File: config.mk
export PLATFORM = sky130hd
export DESIGN_NAME = frame_loader_flat
export DESIGN_NICKNAME = d
export VERILOG_FILES = /design/src/rtl/display_pkg.sv /design/src/rtl/frame_loader_if.sv /design/src/rtl/frame_pos_counter.sv /design/src/rtl/frame_loader.sv /design/src/flat_wrapper.sv
export SDC_FILE = /design/constraint.sdc
export NUM_CORES = 1
export LEC_CHECK = 0
export CAP_MARGIN = 0
export CORE_MARGIN = 2
export CORE_UTILIZATION = 35
export DETAILED_ROUTE_END_ITERATION = 10
export PLACE_DENSITY = 0.69
export SLEW_MARGIN = 20
export SYNTH_ARGS = -nofsm -noshare
export SYNTH_HDL_FRONTEND = slang
export SYNTH_SLANG_ARGS = --single-unit
File: constraint.sdc
create_clock -name clk -period 2.5 [get_ports clk]
set_input_delay 0.5 -clock clk [delete_from_list [all_inputs] [get_ports clk]]
set_output_delay 0.5 -clock clk [all_outputs]
set_load 0.05 [all_outputs]
File: src/rtl/display_pkg.sv
// ---------------------------------------------------------------------------
// display_pkg
// Shared definitions for the frame loader (write side of the ping-pong
// display buffers).
//   - loader_state_t : loader FSM states
//   - DEFAULT_ADDR_W / DEFAULT_DATA_W : default buffer address / pixel widths
//   - RGB field slice positions inside a 24-bit pixel {R, G, B}
// No ports (package).
// ---------------------------------------------------------------------------
package display_pkg;

    localparam int DEFAULT_ADDR_W = 20;
    localparam int DEFAULT_DATA_W = 24;

    // Pixel layout is {R[23:16], G[15:8], B[7:0]}
    localparam int RED_HI   = 23;
    localparam int RED_LO   = 16;
    localparam int GREEN_HI = 15;
    localparam int GREEN_LO = 8;
    localparam int BLUE_HI  = 7;
    localparam int BLUE_LO  = 0;

    typedef enum logic [2:0] {
        IDLE  = 3'd0,
        FILL0 = 3'd1,
        FULL0 = 3'd2,
        FILL1 = 3'd3,
        FULL1 = 3'd4
    } loader_state_t;

endpackage

File: src/rtl/frame_loader_if.sv
// ---------------------------------------------------------------------------
// frame_loader_if
// Pixel stream handshake between a pixel source and the frame loader.
//   PxValid : source has a pixel
//   PxSof   : pixel is the first of a frame
//   PxData  : pixel {R, G, B}
//   PxReady : loader accepts the pixel this cycle
// Modports: master (pixel source), slave (frame loader).
// ---------------------------------------------------------------------------
interface frame_loader_if
    import display_pkg::*;
#(
    parameter int DATA_W = DEFAULT_DATA_W
);
    logic              PxValid;
    logic              PxSof;
    logic [DATA_W-1:0] PxData;
    logic              PxReady;

    modport master (
        output PxValid,
        output PxSof,
        output PxData,
        input  PxReady
    );

    modport slave (
        input  PxValid,
        input  PxSof,
        input  PxData,
        output PxReady
    );
endinterface

File: src/rtl/frame_pos_counter.sv
// ---------------------------------------------------------------------------
// frame_pos_counter
// Tracks the write position inside the frame being loaded: pixel-in-line
// (px), line-in-frame (line) and the linear buffer address (addr).
// Ports:
//   clk, reset         : clock, synchronous active-high reset
//   inc_i              : a pixel was accepted this cycle
//   clr_i              : frame finished, return to position 0 (wins over inc)
//   realign_i          : accepted pixel is being forced to position 0
//   aip_i, ail_i       : active pixels per line / lines per frame (0 = 1024)
//   addr_o             : address for the pixel accepted this cycle
//   at_origin_o        : current position is (px=0, line=0)
//   last_px_o          : px is the last pixel of the line
//   last_line_o        : line is the last line of the frame
// ---------------------------------------------------------------------------
module frame_pos_counter
    import display_pkg::*;
#(
    parameter int ADDR_W = DEFAULT_ADDR_W
) (
    input  logic              clk,
    input  logic              reset,
    input  logic              inc_i,
    input  logic              clr_i,
    input  logic              realign_i,
    input  logic [9:0]        aip_i,
    input  logic [9:0]        ail_i,
    output logic [ADDR_W-1:0] addr_o,
    output logic              at_origin_o,
    output logic              last_px_o,
    output logic              last_line_o
);

    logic [9:0]        px_q, px_d;
    logic [9:0]        line_q, line_d;
    logic [ADDR_W-1:0] addr_q, addr_d;

    // The compares are 10-bit and wrap, so a count of 0 behaves as 1024.
    assign last_px_o   = (px_q == aip_i - 10'd1);
    assign last_line_o = (line_q == ail_i - 10'd1);
    assign at_origin_o = (px_q == 10'd0) && (line_q == 10'd0);
    assign addr_o      = addr_q;

    // Next position. A realigned pixel is treated as if it had landed at
    // position 0, so the following pixel continues from position 1 (which
    // is the start of line 1 when lines are a single pixel long).
    always_comb begin
        px_d   = px_q;
        line_d = line_q;
        addr_d = addr_q;
        if (clr_i) begin
            px_d   = 10'd0;
            line_d = 10'd0;
            addr_d = '0;
        end else if (inc_i) begin
            if (realign_i) begin
                if (aip_i == 10'd1) begin
                    px_d   = 10'd0;
                    line_d = 10'd1;
                end else begin
                    px_d   = 10'd1;
                    line_d = 10'd0;
                end
                addr_d = ADDR_W'(1);
            end else begin
                if (last_px_o) begin
                    px_d   = 10'd0;
                    line_d = line_q + 10'd1;
                end else begin
                    px_d   = px_q + 10'd1;
                end
                addr_d = addr_q + ADDR_W'(1);
            end
        end
    end

    // Position registers.
    always_ff @(posedge clk) begin
        if (reset) begin
            px_q   <= 10'd0;
            line_q <= 10'd0;
            addr_q <= '0;
        end else begin
            px_q   <= px_d;
            line_q <= line_d;
            addr_q <= addr_d;
        end
    end

endmodule

File: src/rtl/frame_loader.sv
// ---------------------------------------------------------------------------
// frame_loader
// Accepts a pixel stream and writes whole frames alternately into ping-pong
// buffers 0 and 1, as permitted by the display controller grants WE0/WE1.
// Reports buffer-full status and raises CSDisplay once buffer 0 first holds
// a complete frame.
// Optional feature macro: FRAME_LOADER_SOF_CHECK_EN
//   defined   : PxSof is checked against the write position; misalignment
//               sets the sticky SyncErr and an early SOF realigns to addr 0
//   undefined : PxSof ignored, SyncErr tied to 0
// Ports:
//   clk, reset          : clock, synchronous active-high reset
//   AIPIn, AILIn        : active pixels per line / lines per frame (0 = 1024),
//                         latched when a fill starts
//   pxIf (slave)        : PxValid/PxSof/PxData in, PxReady out
//   WE0, WE1            : write grants for buffer 0 / 1
//   WrEn0, WrEn1        : buffer write strobes (never both high)
//   WrAddr, WrData      : write address / data, valid with a strobe, else 0
//   Buf0Full, Buf1Full  : buffer holds a complete frame
//   FrameDone           : one-cycle pulse after a frame completes
//   CSDisplay           : first frame resident, display may start
//   SyncErr             : sticky SOF misalignment flag
// ---------------------------------------------------------------------------
module frame_loader
    import display_pkg::*;
#(
    parameter int ADDR_W = DEFAULT_ADDR_W,
    parameter int DATA_W = DEFAULT_DATA_W
) (
    input  logic              clk,
    input  logic              reset,
    input  logic [9:0]        AIPIn,
    input  logic [9:0]        AILIn,
    frame_loader_if.slave     pxIf,
    input  logic              WE0,
    input  logic              WE1,
    output logic              WrEn0,
    output logic              WrEn1,
    output logic [ADDR_W-1:0] WrAddr,
    output logic [DATA_W-1:0] WrData,
    output logic              Buf0Full,
    output logic              Buf1Full,
    output logic              FrameDone,
    output logic              CSDisplay,
    output logic              SyncErr
);

    loader_state_t state_q, state_d;
    logic [9:0]    aip_q, ail_q;
    logic          buf0Full_q, buf0Full_d;
    logic          buf1Full_q, buf1Full_d;
    logic          frameDone_q;
    logic          csDisplay_q, csDisplay_d;
    logic          syncErr_q, syncErr_d;

    logic              fillActive;
    logic              fillBuf;
    logic              pxReady;
    logic              accept;
    logic              realign;
    logic              sofErr;
    logic              endPos;
    logic              frameEnd;
    logic              enterFill;
    logic [ADDR_W-1:0] addr;
    logic              atOrigin;
    logic              lastPx;
    logic              lastLine;

    frame_pos_counter #(
        .ADDR_W (ADDR_W)
    ) u_pos (
        .clk         (clk),
        .reset       (reset),
        .inc_i       (accept),
        .clr_i       (frameEnd),
        .realign_i   (realign),
        .aip_i       (aip_q),
        .ail_i       (ail_q),
        .addr_o      (addr),
        .at_origin_o (atOrigin),
        .last_px_o   (lastPx),
        .last_line_o (lastLine)
    );

    // Decode which buffer (if any) is currently being filled.
    always_comb begin
        fillActive = 1'b0;
        fillBuf    = 1'b0;
        case (state_q)
            FILL0:   fillActive = 1'b1;
            FILL1: begin
                fillActive = 1'b1;
                fillBuf    = 1'b1;
            end
            default: ;
        endcase
    end

    // Losing the grant mid-fill simply stalls the handshake; the position
    // counter only moves on accepts, so nothing else needs to hold.
    assign pxReady     = fillActive & (fillBuf ? WE1 : WE0);
    assign pxIf.PxReady = pxReady;
    assign accept      = pxIf.PxValid & pxReady;

`ifdef FRAME_LOADER_SOF_CHECK_EN
    // An early SOF restarts the frame at address 0; a missing SOF at the
    // frame origin is only flagged. The realigned pixel sits at position 0,
    // so it closes the frame only when the frame is a single pixel.
    assign realign = accept & pxIf.PxSof & ~atOrigin;
    assign sofErr  = realign | (accept & ~pxIf.PxSof & atOrigin);
    assign endPos  = realign ? ((aip_q == 10'd1) && (ail_q == 10'd1))
                             : (lastPx & lastLine);
`else
    logic unusedSof;
    assign unusedSof = pxIf.PxSof ^ atOrigin;
    assign realign   = 1'b0;
    assign sofErr    = 1'b0;
    assign endPos    = lastPx & lastLine;
`endif

    assign frameEnd = accept & endPos;

    // Write port is driven straight from the accept so the pixel lands in
    // the same cycle; address and data read as 0 when nothing is written.
    assign WrEn0  = accept & ~fillBuf;
    assign WrEn1  = accept & fillBuf;
    assign WrAddr = accept ? (realign ? '0 : addr) : '0;
    assign WrData = accept ? pxIf.PxData : '0;

    // FSM next state. WE0 is the only way out of IDLE, so it naturally
    // wins when both grants are high after reset.
    always_comb begin
        state_d = state_q;
        case (state_q)
            IDLE:    if (WE0)      state_d = FILL0;
            FILL0:   if (frameEnd) state_d = FULL0;
            FULL0:   if (WE1)      state_d = FILL1;
            FILL1:   if (frameEnd) state_d = FULL1;
            FULL1:   if (WE0)      state_d = FILL0;
            default:               state_d = IDLE;
        endcase
    end

    assign enterFill = ((state_d == FILL0) && (state_q != FILL0)) ||
                       ((state_d == FILL1) && (state_q != FILL1));

    // Status flags. A buffer's full flag drops when a new fill of that
    // buffer begins and rises the cycle after its final pixel.
    always_comb begin
        buf0Full_d  = buf0Full_q;
        buf1Full_d  = buf1Full_q;
        csDisplay_d = csDisplay_q;
        syncErr_d   = syncErr_q | sofErr;
        if ((state_d == FILL0) && (state_q != FILL0)) buf0Full_d = 1'b0;
        if ((state_d == FILL1) && (state_q != FILL1)) buf1Full_d = 1'b0;
        if (frameEnd) begin
            if (fillBuf) begin
                buf1Full_d = 1'b1;
            end else begin
                buf0Full_d  = 1'b1;
                csDisplay_d = 1'b1;
            end
        end
    end

    // State and status registers; frame geometry is captured on fill entry
    // so a change of AIPIn/AILIn never disturbs a frame in progress.
    always_ff @(posedge clk) begin
        if (reset) begin
            state_q     <= IDLE;
            aip_q       <= 10'd0;
            ail_q       <= 10'd0;
            buf0Full_q  <= 1'b0;
            buf1Full_q  <= 1'b0;
            frameDone_q <= 1'b0;
            csDisplay_q <= 1'b0;
            syncErr_q   <= 1'b0;
        end else begin
            state_q     <= state_d;
            buf0Full_q  <= buf0Full_d;
            buf1Full_q  <= buf1Full_d;
            frameDone_q <= frameEnd;
            csDisplay_q <= csDisplay_d;
            syncErr_q   <= syncErr_d;
            if (enterFill) begin
                aip_q <= AIPIn;
                ail_q <= AILIn;
            end
        end
    end

    assign Buf0Full  = buf0Full_q;
    assign Buf1Full  = buf1Full_q;
    assign FrameDone = frameDone_q;
    assign CSDisplay = csDisplay_q;
    assign SyncErr   = syncErr_q;

endmodule

File: src/flat_wrapper.sv
// flat-port wrapper written by rule: the top's interface ports become plain ports
module frame_loader_flat import display_pkg::*;
#(
    parameter int ADDR_W = DEFAULT_ADDR_W,
    parameter int DATA_W = DEFAULT_DATA_W
)
  (clk, reset, AIPIn, AILIn, WE0, WE1, WrEn0, WrEn1, WrAddr, WrData, Buf0Full, Buf1Full, FrameDone, CSDisplay, SyncErr, pxIf_PxValid, pxIf_PxSof, pxIf_PxData, pxIf_PxReady);
  frame_loader_if #(.DATA_W(DATA_W)) pxIf_i ();
  input  logic clk;
  input  logic reset;
  input  logic [9:0] AIPIn;
  input  logic [9:0] AILIn;
  input  logic WE0;
  input  logic WE1;
  output logic WrEn0;
  output logic WrEn1;
  output logic [ADDR_W-1:0] WrAddr;
  output logic [DATA_W-1:0] WrData;
  output logic Buf0Full;
  output logic Buf1Full;
  output logic FrameDone;
  output logic CSDisplay;
  output logic SyncErr;
  input wire logic [$bits(pxIf_i.PxValid)-1:0] pxIf_PxValid;
  input wire logic [$bits(pxIf_i.PxSof)-1:0] pxIf_PxSof;
  input wire logic [$bits(pxIf_i.PxData)-1:0] pxIf_PxData;
  output wire logic [$bits(pxIf_i.PxReady)-1:0] pxIf_PxReady;
  assign pxIf_i.PxValid = pxIf_PxValid;
  assign pxIf_i.PxSof = pxIf_PxSof;
  assign pxIf_i.PxData = pxIf_PxData;
  assign pxIf_PxReady = pxIf_i.PxReady;
  frame_loader #(.ADDR_W(ADDR_W), .DATA_W(DATA_W)) u_core (.clk(clk), .reset(reset), .AIPIn(AIPIn), .AILIn(AILIn), .pxIf(pxIf_i), .WE0(WE0), .WE1(WE1), .WrEn0(WrEn0), .WrEn1(WrEn1), .WrAddr(WrAddr), .WrData(WrData), .Buf0Full(Buf0Full), .Buf1Full(Buf1Full), .FrameDone(FrameDone), .CSDisplay(CSDisplay), .SyncErr(SyncErr));
endmodule
==> results of run 1 <==
-- cells in the mapped netlist (4+ instances only) --
cell       n  area [um^2]
nand2_1   24         90.1
mux2i_1   16          160
and3_1    17          106
and2_1    46          288
clkbuf_1  15         56.3
ha_1       5         62.6
buf_2      5         25.0
nor3_1     7         35.0
nand3_1   17         85.1
xor2_1    29          254
or3_1      4         25.0
o21ai_0    6         30.0
inv_1     13         48.8
a211oi_1   5         37.5
xnor2_1   24          210
a21oi_1   16         80.1
and4_1     4         35.0
dfxtp_1   67         1340
nor2_1    81          304
nand4_1   10         62.6
-- cell families after synthesis --
kind of cell             synth area share (%)
AO/OA/AOI/OAI                            9.22
XOR/XNOR                                 12.3
adder cells (fa/ha/maj)                  1.66
buffers and inverters                    3.76
flip-flops                               35.7
multiplexers                             4.26
other                                  0.0997
AND/OR/NAND/NOR                          33.0
-- sequential cells by signal (all words and copies together) (netlist names), 3 cells and up --
register / flops
u_core.ail_q: 10
u_core.u_pos.line_q: 10
u_core.aip_q: 10
u_core.u_pos.px_q: 10
u_core.u_pos.addr_o: 20
u_core.state_q: 3
-- worst reg2reg max path: stages (launching register included) --
cell and delay [ns]:
dfxtp_2 0.33, or4_4 0.55, or3_4 0.36, a211oi_4 0.26, nand4bb_1 0.16, or2_1 0.26, or3_4 0.38, a21oi_2 0.12
-- power by group through the flow --
stage	logic (uW)	registers, uW	clock network [uW]
2_1_floorplan	274	1140	0
3_3_place_gp	487	1140	0
3_5_place_dp	500	1140	0
4_1_cts	554	1120	1050
5_1_grt	621	1120	1120
6_report	582	1120	1030
-- what timing repair did --
action,CTS,global route
cloned,4,1
gates resized for setup,71,22
setup endpoints to repair,81,80
pin swaps,18,19
endpoints found under the hold margin,0,0
buffers inserted,13,4
-- area by class of cell --
type	instances	area, um^2	share of cell area [%]
clock buffers	10	138	2.16
clock inverters	6	88.8	1.40
inverters	13	48.8	0.767
multi-input cells	360	2540	40.0
flip-flops and latches	67	1350	21.2
well taps	136	170	2.68
repair buffers	157	2020	31.8
-- layer usage --
layer	up-vias	track usage [%]	wire length [um]
li1	1852	-	-
met1	1744	23.5	4670
met2	98	33.0	5540
met3	16	5.39	627
met4	0	5.68	191
met5	-	0	0
-- metrics by stage --
step | setup WS (ns) | hold WS (ns) | instance area (um^2)
final | 0.0284 | 0.479 | 6360
after global routing | -0.0789 | 0.512 | 6360
after CTS | -0.0320 | 0.475 | 6290
after detailed placement | -0.202 | 0.459 | 5740
after global placement | -0.202 | 0.452 | 5740
after floorplan | -0.0610 | 0.457 | 3850
-- worst max path at each step --
stage / startpoint / endpoint / slack, ns / depth (start not counted)
final: u_core.aip_q[0]$_SDFFE_PP0P_ / u_core.u_pos.line_q[7]$_SDFFE_PP0P_ / 0.03 / 7
after global routing: u_core.aip_q[0]$_SDFFE_PP0P_ / u_core.u_pos.line_q[7]$_SDFFE_PP0P_ / -0.08 / 8
after CTS: u_core.state_q[1]$_SDFF_PP0_ / WrAddr[5] / -0.03 / 8
after detailed placement: WE1 / WrAddr[10] / -0.20 / 7
after global placement: WE1 / WrAddr[15] / -0.20 / 7
after floorplan: WE1 / WrAddr[18] / -0.06 / 4
-- cells in the final DEF, fill, tap and decap left out, drive strengths merged, types with 8 or more instances in the layout --
| master | instances |
|---|---|
| xnor2 | 24 |
| buf | 104 |
| clkdlybuf4s50 | 49 |
| dfxtp | 67 |
| clkbuf | 11 |
| and2 | 46 |
| and3 | 17 |
| mux2i | 16 |
| nor2 | 81 |
| nand4 | 11 |
| nand3 | 17 |
| a21oi | 16 |
| nand2 | 24 |
| xor2 | 29 |
| nor3 | 8 |
| inv | 13 |
==> qor.yml, run 1 <==
power_and_ir_drop:
  power_density_nw_per_um2: 430
  p_comb_share_pct: 21.3
  finalPower_uw: 2730
  p_sw_share_pct: 27.1
  power_frac_seq_pct: 41.0
  switchingPower_uw: 742
  vdd_drop_max_mv: 0.294
  leakagePower_uw: 0.00256
  clock_power_share_pct: 37.7
  intPower_uw: 1990
route:
  routed_wl_mm: 11.0
  wl_per_cell_um: 14.7
  ant_nets: 0
  dr.pass1.iters: 4
  vias_per_cell: 4.95
  drtIter0Drc: 164
  drc_errors: 0
  vias: 3710
timing:
  setup_violations: 0
  period_share_pct: 98.9
  tightest_slew_ns: 0.504
  max_freq_mhz: 405
  slew_headroom_pct: 66.3
  drv_slew: 0
  period_needed_ns: 2.47
  fin_setup_tns_ns: 0
  finalHoldViolations: 0
  rsz0062_at_grt: "true"
  finClkSkew_ns: 0.00793
logic_synthesis:
  synth_nets: 517
  synth-edff-count: 0
  syn_inst: 462
  ys_warn_count: 0
  ys_ff_latch: 67
  synth_area_per_cell_um2: 8.14
  synthArstFlopShare_pct: 0
  netlist_area_um2: 3760
  ys_types: 56
  seq_area_frac_synth_pct: 35.7
  synth_flop_cell: "dfxtp_1"
finish:
  fin_nets: 663
  fin_util_pct: 61.3
  fill_cells: 868
  syn_to_final_growth_pct: 69.2
  drive_above_1_share_pct: 33.8
  antenna_cells: 0
  stdcell_count: 749
cts:
  holdBufCountCts: 0
  clock_sinks: 67
  clk_pin_slew_ns: 0.07
  cts.path.max_buffers: 2
  tritoncts: "yes"
  cts_made_buffers: 9
  h-tree-depth: 3
  clockRootBuffer: "clkbuf_8"
  insertion_delay_ns: 0.34
setup_path:
  r2r-end: "u_core.u_pos.line_q[7]$_SDFFE_PP0P_"
  critPathLaunchType: "flip-flop"
  crit_path_cell_trace: "or4_4 -> or3_4 -> a211oi_4 -> nand4bb_1 -> or2_1 -> or3_4 -> a21oi_2"
  reg2reg_from: "u_core.aip_q[0]$_SDFFE_PP0P_"
  slowest_stage: "or4_4"
  max_stage_delay_ns: 0.55
  crit_path_frequent_cell: "or3_4"
  path_delay_family: "simple AND/OR/NAND/NOR gates"
  critPathArrivalTime_ns: 2.75
  critPathMaxFanout: 3
  path_class: "reg -> reg"
  end_kind: "flip-flop"
  r2r_slack_ns: 0.03
  cp_num_buf_inv: 0
  crit_required_ns: 2.78
  r2r_cells: 7
die:
  die_w_um: 108
  rows: 37
  ios: 102
  start_util_pct: 36.3
  chipHeight_um: 108
  die_area_um2: 11600
  core_um2: 10400
job:
  maxCapViolCount: 0
placed_design:
  place_inst: 717
  dp_hpwl_mm: 7.71
  place_congestion: 0.866
  port_buffers: 99
global_route:
  grt_use_total_pct: 19.3
  antenna_found_initial: 0
  grt_max_degree: 31
  grt_pass1_wl_mm: 17.8
  overflow: 0
  grt_pass1_vias: 3700
worst_hold_path:
  hold_end: "u_core.CSDisplay$_SDFFE_PP0P_"
  hp-class: "reg -> reg"
  whs_path_depth: 1
  min_from: "u_core.CSDisplay$_SDFFE_PP0P_"
status:
  status: "complete, no violations"
Power figures use the tool's default switching activity.
==> inputs of run 2 (changes only) <==
Settings changed: ABC_AREA from default to 1, PLACE_DENSITY 0.69 to 0.71.
==> run 2 against run 1 <==
Effect of this change: sequential share of layout area shrank 0.82 points; combinational power shrank 5.7%; utilization down 7.1 points; synthesized cell count is 51% higher; first-iteration DRC count is 46% higher; total power is 7.8% higher; non-clock buffer count fell by 38; cell area increased by 3.6%; global-route usage is 1.9 points lower; maximum frequency is 1.5% higher; clock skew up 0.0038 ns; highest routed layer unchanged.
==> qor.yml, run 2 <==
setup_path:
  path_class: "in -> out"
  crit_required_ns: 2.00  # -0.78 ns
  critPathArrivalTime_ns: 1.94  # -0.81 ns
  r2r_cells: 14  # +7
  end_kind: "output pin"
  critPathLaunchType: "primary input"
  reg2reg_from: "u_core.aip_q[0]$_SDFFE_PP0P_"
  cp-startpoint: "WE1"
  critPathMaxFanout: 32  # +29
logic_synthesis:
  synthTopCellsByCount: "161 x nand2_1, 122 x inv_1, 112 x nor2_1"
  synth_flop_cell: "dfxtp_1"
  ys_ff_latch: 67  # unchanged
  ys_warn_count: 0  # unchanged
  synth.area.top_cells: "dfxtp_1 30%, nand2_1 14%, inv_1 10%"
  syn_inst: 697  # +51%
  seq_area_frac_synth_pct: 30.5  # -5.2 points
  synth_area_leader_cell: "dfxtp_1"
  yosysMostFrequentCell: "nand2_1"
  synthArstFlopShare_pct: 0  # unchanged
  synth-edff-count: 0  # unchanged
  yosysTopAreaCellShare_pct: 30.5  # -5.2 points
  ys_types: 40  # -29%
  synth_nets: 752  # +45%
  netlist_area_um2: 4400  # +17%
  synth_area_per_cell_um2: 6.31  # -22%
cts:
  h-tree-depth: 3  # unchanged
  cts_made_buffers: 9  # unchanged
  clockRootBuffer: "clkbuf_16"
  insertion_delay_ns: 0.33  # about the same
  cts.path.max_buffers: 2  # unchanged
  clk_pin_slew_ns: 0.05  # -0.02 ns
  clock_sinks: 67  # unchanged
  post_cts_buffers: 0  # -13
  tritoncts: "yes"
route:
  vias: 4513  # +22%
  drc_errors: 0  # unchanged
  ant_nets: 0  # unchanged
  dr.pass1.iters: 5  # +1
  vias_per_cell: 4.60  # -7.1%
  drtIter0Drc: 240  # +46%
  routed_wl_mm: 11.3  # +2.6%
  wl_per_cell_um: 11.5  # -22%
die:
  die_w_um: 116  # +7.9%
  rows: 40  # +8.1%
  ios: 102  # unchanged
  core_um2: 12200  # +17%
  chipHeight_um: 116  # +7.9%
  die_area_um2: 13500  # +16%
  start_util_pct: 36.2  # -0.074 points
power_and_ir_drop:
  vdd_drop_max_mv: 0.353  # +20%
  intPower_uw: 2110  # +5.8%
  clock_power_share_pct: 43.2  # +5.5 points
  leakagePower_uw: 0.00276  # +7.8%
  switchingPower_uw: 840  # +13%
  p_sw_share_pct: 28.5  # +1.4 points
  power_frac_seq_pct: 38.2  # -2.8 points
  p_comb_share_pct: 18.6  # -2.7 points
  finalPower_uw: 2950  # +7.8%
  power_density_nw_per_um2: 447  # +4.0%
global_route:
  grt_pass1_vias: 4182  # +13%
  overflow: 0  # unchanged
  grt_use_total_pct: 17.4  # -1.9 points
  antenna_found_initial: 0  # unchanged
  grt_pass1_wl_mm: 18.9  # +6.3%
  grt_max_degree: 40  # +29%
worst_hold_path:
  hp-class: "reg -> reg"
  whs_path_depth: 2  # +1
  min_from: "u_core.CSDisplay$_SDFFE_PP0P_"
timing:
  rsz0062_at_grt: "false"
  setup_violations: 0  # unchanged
  max_freq_mhz: 410  # +1.5%
  fin_setup_tns_ns: 0  # unchanged
  drv_slew: 0  # unchanged
  finalHoldViolations: 0  # unchanged
  period_share_pct: 97.4  # -1.4 points
  finClkSkew_ns: 0.0118  # +0.00383 ns
  period_needed_ns: 2.44  # -0.0355 ns
  slew_headroom_pct: 60.7  # -5.6 points
  tightest_slew_ns: 0.589  # +0.0851 ns
  hold_ws_ns: 0.461  # -0.0180 ns
finish:
  syn_to_final_growth_pct: 49.8
  fill_cells: 1172  # +35%
  final_cell_mix: "161 x nand2_1, 121 x inv_1, 67 x nor2_1, 67 x dfxtp_1, 53 x nor2_2"
  drive_above_1_share_pct: 20.3  # -13 points
  seq_area_um2: 1340  # -0.37%
  layout.cells.most_common: "nand2_1"
  fin_area_um2: 6590  # +3.6%
  largest_reg_flops: 20  # unchanged
  fin_nets: 863  # +30%
  multiInputGateArea_um2: 2620  # +3.0%
  antenna_cells: 0  # unchanged
job:
  maxCapViolCount: 0  # unchanged
status:
  status: "complete, no violations"
placed_design:
  dp_hpwl_mm: 8.58  # +11%
  place_congestion: 0.828  # -4.3%
  port_buffers: 99  # unchanged
  dpl_cell_area_um2: 6140  # +6.9%
run 2: path summary, 6_finish.rpt:
| kind | to | slack [ns] |
|---|---|---|
| worst max-delay path | WrData[17] | 0.06 |
| worst min-delay path | u_core.CSDisplay$_SDFFE_PP0P_ | 0.46 |
| worst max register to register | u_core.u_pos.addr_o[11]$_SDFFE_PP0P_ | 0.27 |
| worst min register to register | u_core.CSDisplay$_SDFFE_PP0P_ | 0.46 |
run 2: metrics by stage:
stage | worst slack (ns) | util [%] | std cells
2_1_floorplan | -0.00324 | - | 697
3_3_place_gp | -0.0468 | 50.5 | 965
3_5_place_dp | -0.0817 | 50.5 | 965
4_1_cts | -0.0421 | 53.6 | 981
5_1_grt | 0.0175 | 54.2 | 981
6_report | 0.0639 | 54.2 | 981
run 2: power groups by stage:
stage          sequential (uW)  combinational [uW]  clock [uW]
2_1_floorplan             1140                 344           0
3_3_place_gp              1150                 528           0
3_5_place_dp              1150                 534           0
4_1_cts                   1120                 544        1310
5_1_grt                   1130                 612        1360
6_report                  1120                 549        1270
run 2: cells by family (layout without fill, tap and decap cells):
| family | Yosys count | after routing | synth area share (%) |
|---|---|---|---|
| fa+ha+maj | 5 | 5 | 1.42 |
| buf+inv | 143 | 259 | 13.1 |
| other cells | 1 | 1 | 0.0852 |
| simple gates | 367 | 367 | 37.5 |
| compound gates | 72 | 72 | 9.07 |
| xor+xnor | 42 | 42 | 8.36 |
| flops | 67 | 67 | 30.5 |
run 2: final cells by class:
cell class                 instances  area share (%)
sequential                        67            20.4
inverter                         124            7.10
clock inverter                     7            1.16
timing repair buffer             119            25.0
multi-input combinational        487            39.8
clock buffer                       9            3.42
tap                              168            3.19
run 2: critical path: stages:
cell and delay (ns):
clkdlybuf4s50_1 0.52, nand2_1 0.11, o21ai_4 0.12, nand3_4 0.13
buf_12 0.20, nor2_2 0.17, buf_12 0.16
run 2: metal layers:
layer	routed length [um]	track usage (%)
met5	0	0
met1	5080	21.9
met2	5290	29.0
met4	155	5.16
met3	794	5.03
run 2: timing repair:
item                                    4_1_cts  5_1_grt
gates cloned                                  0        0
hold buffers                                  0        0
pin swaps                                     0        2
endpoints found under the setup margin       32       46
gates resized for setup                      30       24
==> inputs of run 3 (changes only) <==
Settings changed: PLACE_DENSITY 0.71 to 0.64.
==> run 3 against run 2 <==
Effect of this change: via count shrank 1.4%; first-iteration DRC count up 24%; worst hold slack improved by 0.0086 ns; clock skew fell by 0.0037 ns; utilization fell by 0.28 points; non-clock buffer count increased by 4; total power up 6.1%; routed wire length fell by 2.3%; critical path depth decreased by 1; clock power is 15% higher; highest routed layer unchanged.
==> qor.yml, run 3 (synthesis results as in run 2) <==
route:
  vias: 4451  # -1.4%
  drc_errors: 0  # unchanged
  routed_wl_mm: 11.1  # -2.3%
  drtIter0Drc: 298  # +24%
  wl_per_cell_um: 11.2  # -2.7%
  vias_per_cell: 4.52  # -1.8%
  dr.pass1.iters: 4  # -1
  ant_nets: 0  # unchanged
placed_design:
  place_congestion: 0.892  # +7.7%
  dp_hpwl_mm: 8.53  # -0.66%
  port_buffers: 99  # unchanged
  dpl_cell_area_um2: 6190  # +0.77%
power_and_ir_drop:
  finalPower_uw: 3130  # +6.1%
  power_density_nw_per_um2: 477  # +6.6%
  leakagePower_uw: 0.00283  # +2.5%
  vdd_drop_max_mv: 0.345  # -2.4%
setup_path:
  path_class: "reg -> out"
  max_stage_delay_ns: 0.49  # -0.03 ns
  cp_num_buf_inv: 2  # -1
  cp-startpoint: "u_core.state_q[1]$_SDFF_PP0_"
  crit_required_ns: 2.00  # about the same
  critPathLaunchType: "flip-flop"
  slowest_stage: "dfxtp_1"
  critPathArrivalTime_ns: 1.75  # -0.19 ns
  r2r_cells: 16  # +2
  path_delay_family: "flip-flops"
  crit_path_frequent_cell: "buf_12"
  reg2reg_from: "u_core.ail_q[0]$_SDFFE_PP0P_"
  critPathMaxFanout: 35  # +9.4%
  end_kind: "output pin"
  r2r-end: "u_core.u_pos.px_q[0]$_SDFFE_PP0P_"
  r2r_slack_ns: 0.34  # +0.07 ns
  crit_path_cell_trace: "nand2_1 -> o21ai_2 -> nand3_4 -> buf_12 -> nor2_1 -> buf_12"
cts:
  clk_pin_slew_ns: 0.05  # about the same
  tritoncts: "yes"
  holdBufCountCts: 0  # unchanged
  cts.path.max_buffers: 2  # unchanged
  clockRootBuffer: "clkbuf_16"
  h-tree-depth: 3  # unchanged
  clock_sinks: 67  # unchanged
  cts_made_buffers: 9  # unchanged
  insertion_delay_ns: 0.33  # about the same
die:
  ios: 102  # unchanged
  die_w_um: 116  # unchanged
  die_area_um2: 13500  # unchanged
  chipHeight_um: 116  # unchanged
  rows: 40  # unchanged
  start_util_pct: 36.2  # unchanged
  core_um2: 12200  # unchanged
finish:
  fill_cells: 1177  # +0.43%
  drive_above_1_share_pct: 15.7  # -4.6 points
  syn_to_final_growth_pct: 49.0
  layout.cells.most_common: "nand2_1"
  fin_nets: 867  # +0.46%
  fin_area_um2: 6560  # -0.51%
  largest_reg_flops: 20  # unchanged
  final_cell_mix: "161 x nand2_1, 122 x inv_1, 106 x nor2_1, 67 x dfxtp_1, 51 x buf_12"
  antenna_cells: 0  # unchanged
worst_hold_path:
  hp-class: "reg -> reg"
  min_from: "u_core.ail_q[1]$_SDFFE_PP0P_"
  hold_end: "u_core.ail_q[1]$_SDFFE_PP0P_"
  whs_path_depth: 2  # unchanged
timing:
  finalHoldViolations: 0  # unchanged
  fin_setup_tns_ns: 0  # unchanged
  tightest_slew_ns: 0.501  # -0.0889 ns
  drv_slew: 0  # unchanged
  period_share_pct: 89.9  # -7.6 points
  finClkSkew_ns: 0.00809  # -0.00367 ns
  slew_headroom_pct: 66.5  # +5.9 points
  setup_violations: 0  # unchanged
  rsz0062_at_grt: "false"
  hold_ws_ns: 0.470  # +0.00856 ns
  max_freq_mhz: 445  # +8.4%
  period_needed_ns: 2.25  # -0.189 ns
global_route:
  grt_max_degree: 40  # unchanged
  antenna_found_initial: 0  # unchanged
  grt_use_total_pct: 17.6  # +0.19 points
  grt_pass1_wl_mm: 18.9  # about the same
  grt_pass1_vias: 4253  # +1.7%
  overflow: 0  # unchanged
job:
  maxCapViolCount: 0  # unchanged
status:
  status: "complete, no violations"
run 3: layout make-up:
class / count / area, um^2 / share of cell area, %
inverters: 124 / 468 / 7.14
clock buffers: 11 / 243 / 3.70
multi-input cells: 487 / 2500 / 38.1
well taps: 168 / 210 / 3.21
flip-flops and latches: 67 / 1340 / 20.5
repair buffers: 123 / 1700 / 25.9
clock inverters: 5 / 100 / 1.53
run 3: report_power, final:
| part | leakage [uW] | switching [uW] | internal [uW] |
|---|---|---|---|
| Combinational | 0.00212 | 305 | 235 |
| Sequential | 0.000544 | 26.4 | 1100 |
| Clock | 0.000169 | 464 | 998 |
| Total | 0.00283 | 795 | 2330 |
run 3: worst max path at each step:
stage                                           end  cells past startpoint
2_1_floorplan                            WrAddr[10]                      6
3_3_place_gp                             WrData[11]                      7
3_5_place_dp                              WrAddr[1]                      7
4_1_cts                                   WrData[5]                      7
5_1_grt        u_core.u_pos.addr_o[17]$_SDFFE_PP0P_                     14
6_report                                  WrData[5]                      6
run 3: tightest hold or removal path, stage by stage, from the launching register on:
cell and delay (ns):
dfxtp_1 0.30, inv_1 0.06, a21oi_1 0.05
run 3: timing repair:
action	in CTS	in global routing
gates resized for setup	1	7
setup buffers	0	1
pin swaps	0	2
setup endpoints to repair	8	46
hold endpoints to repair	0	0
run 3: layer usage:
metal	wire [um]	global-route usage, %	up-vias
met5	0	0	-
met1	5190	22.0	1932
met3	726	5.50	16
li1	-	-	2376
met4	199	6.03	0
met2	4940	28.8	127
run 3: through the flow:
| stage | instances | utilization (%) | setup slack (ns) |
|---|---|---|---|
| 2_1_floorplan | 697 | - | -0.00324 |
| 3_3_place_gp | 968 | 50.9 | 0.0240 |
| 3_5_place_dp | 968 | 50.9 | -0.00366 |
| 4_1_cts | 984 | 53.7 | -0.00838 |
| 5_1_grt | 985 | 53.9 | 0.108 |
| 6_report | 985 | 53.9 | 0.253 |
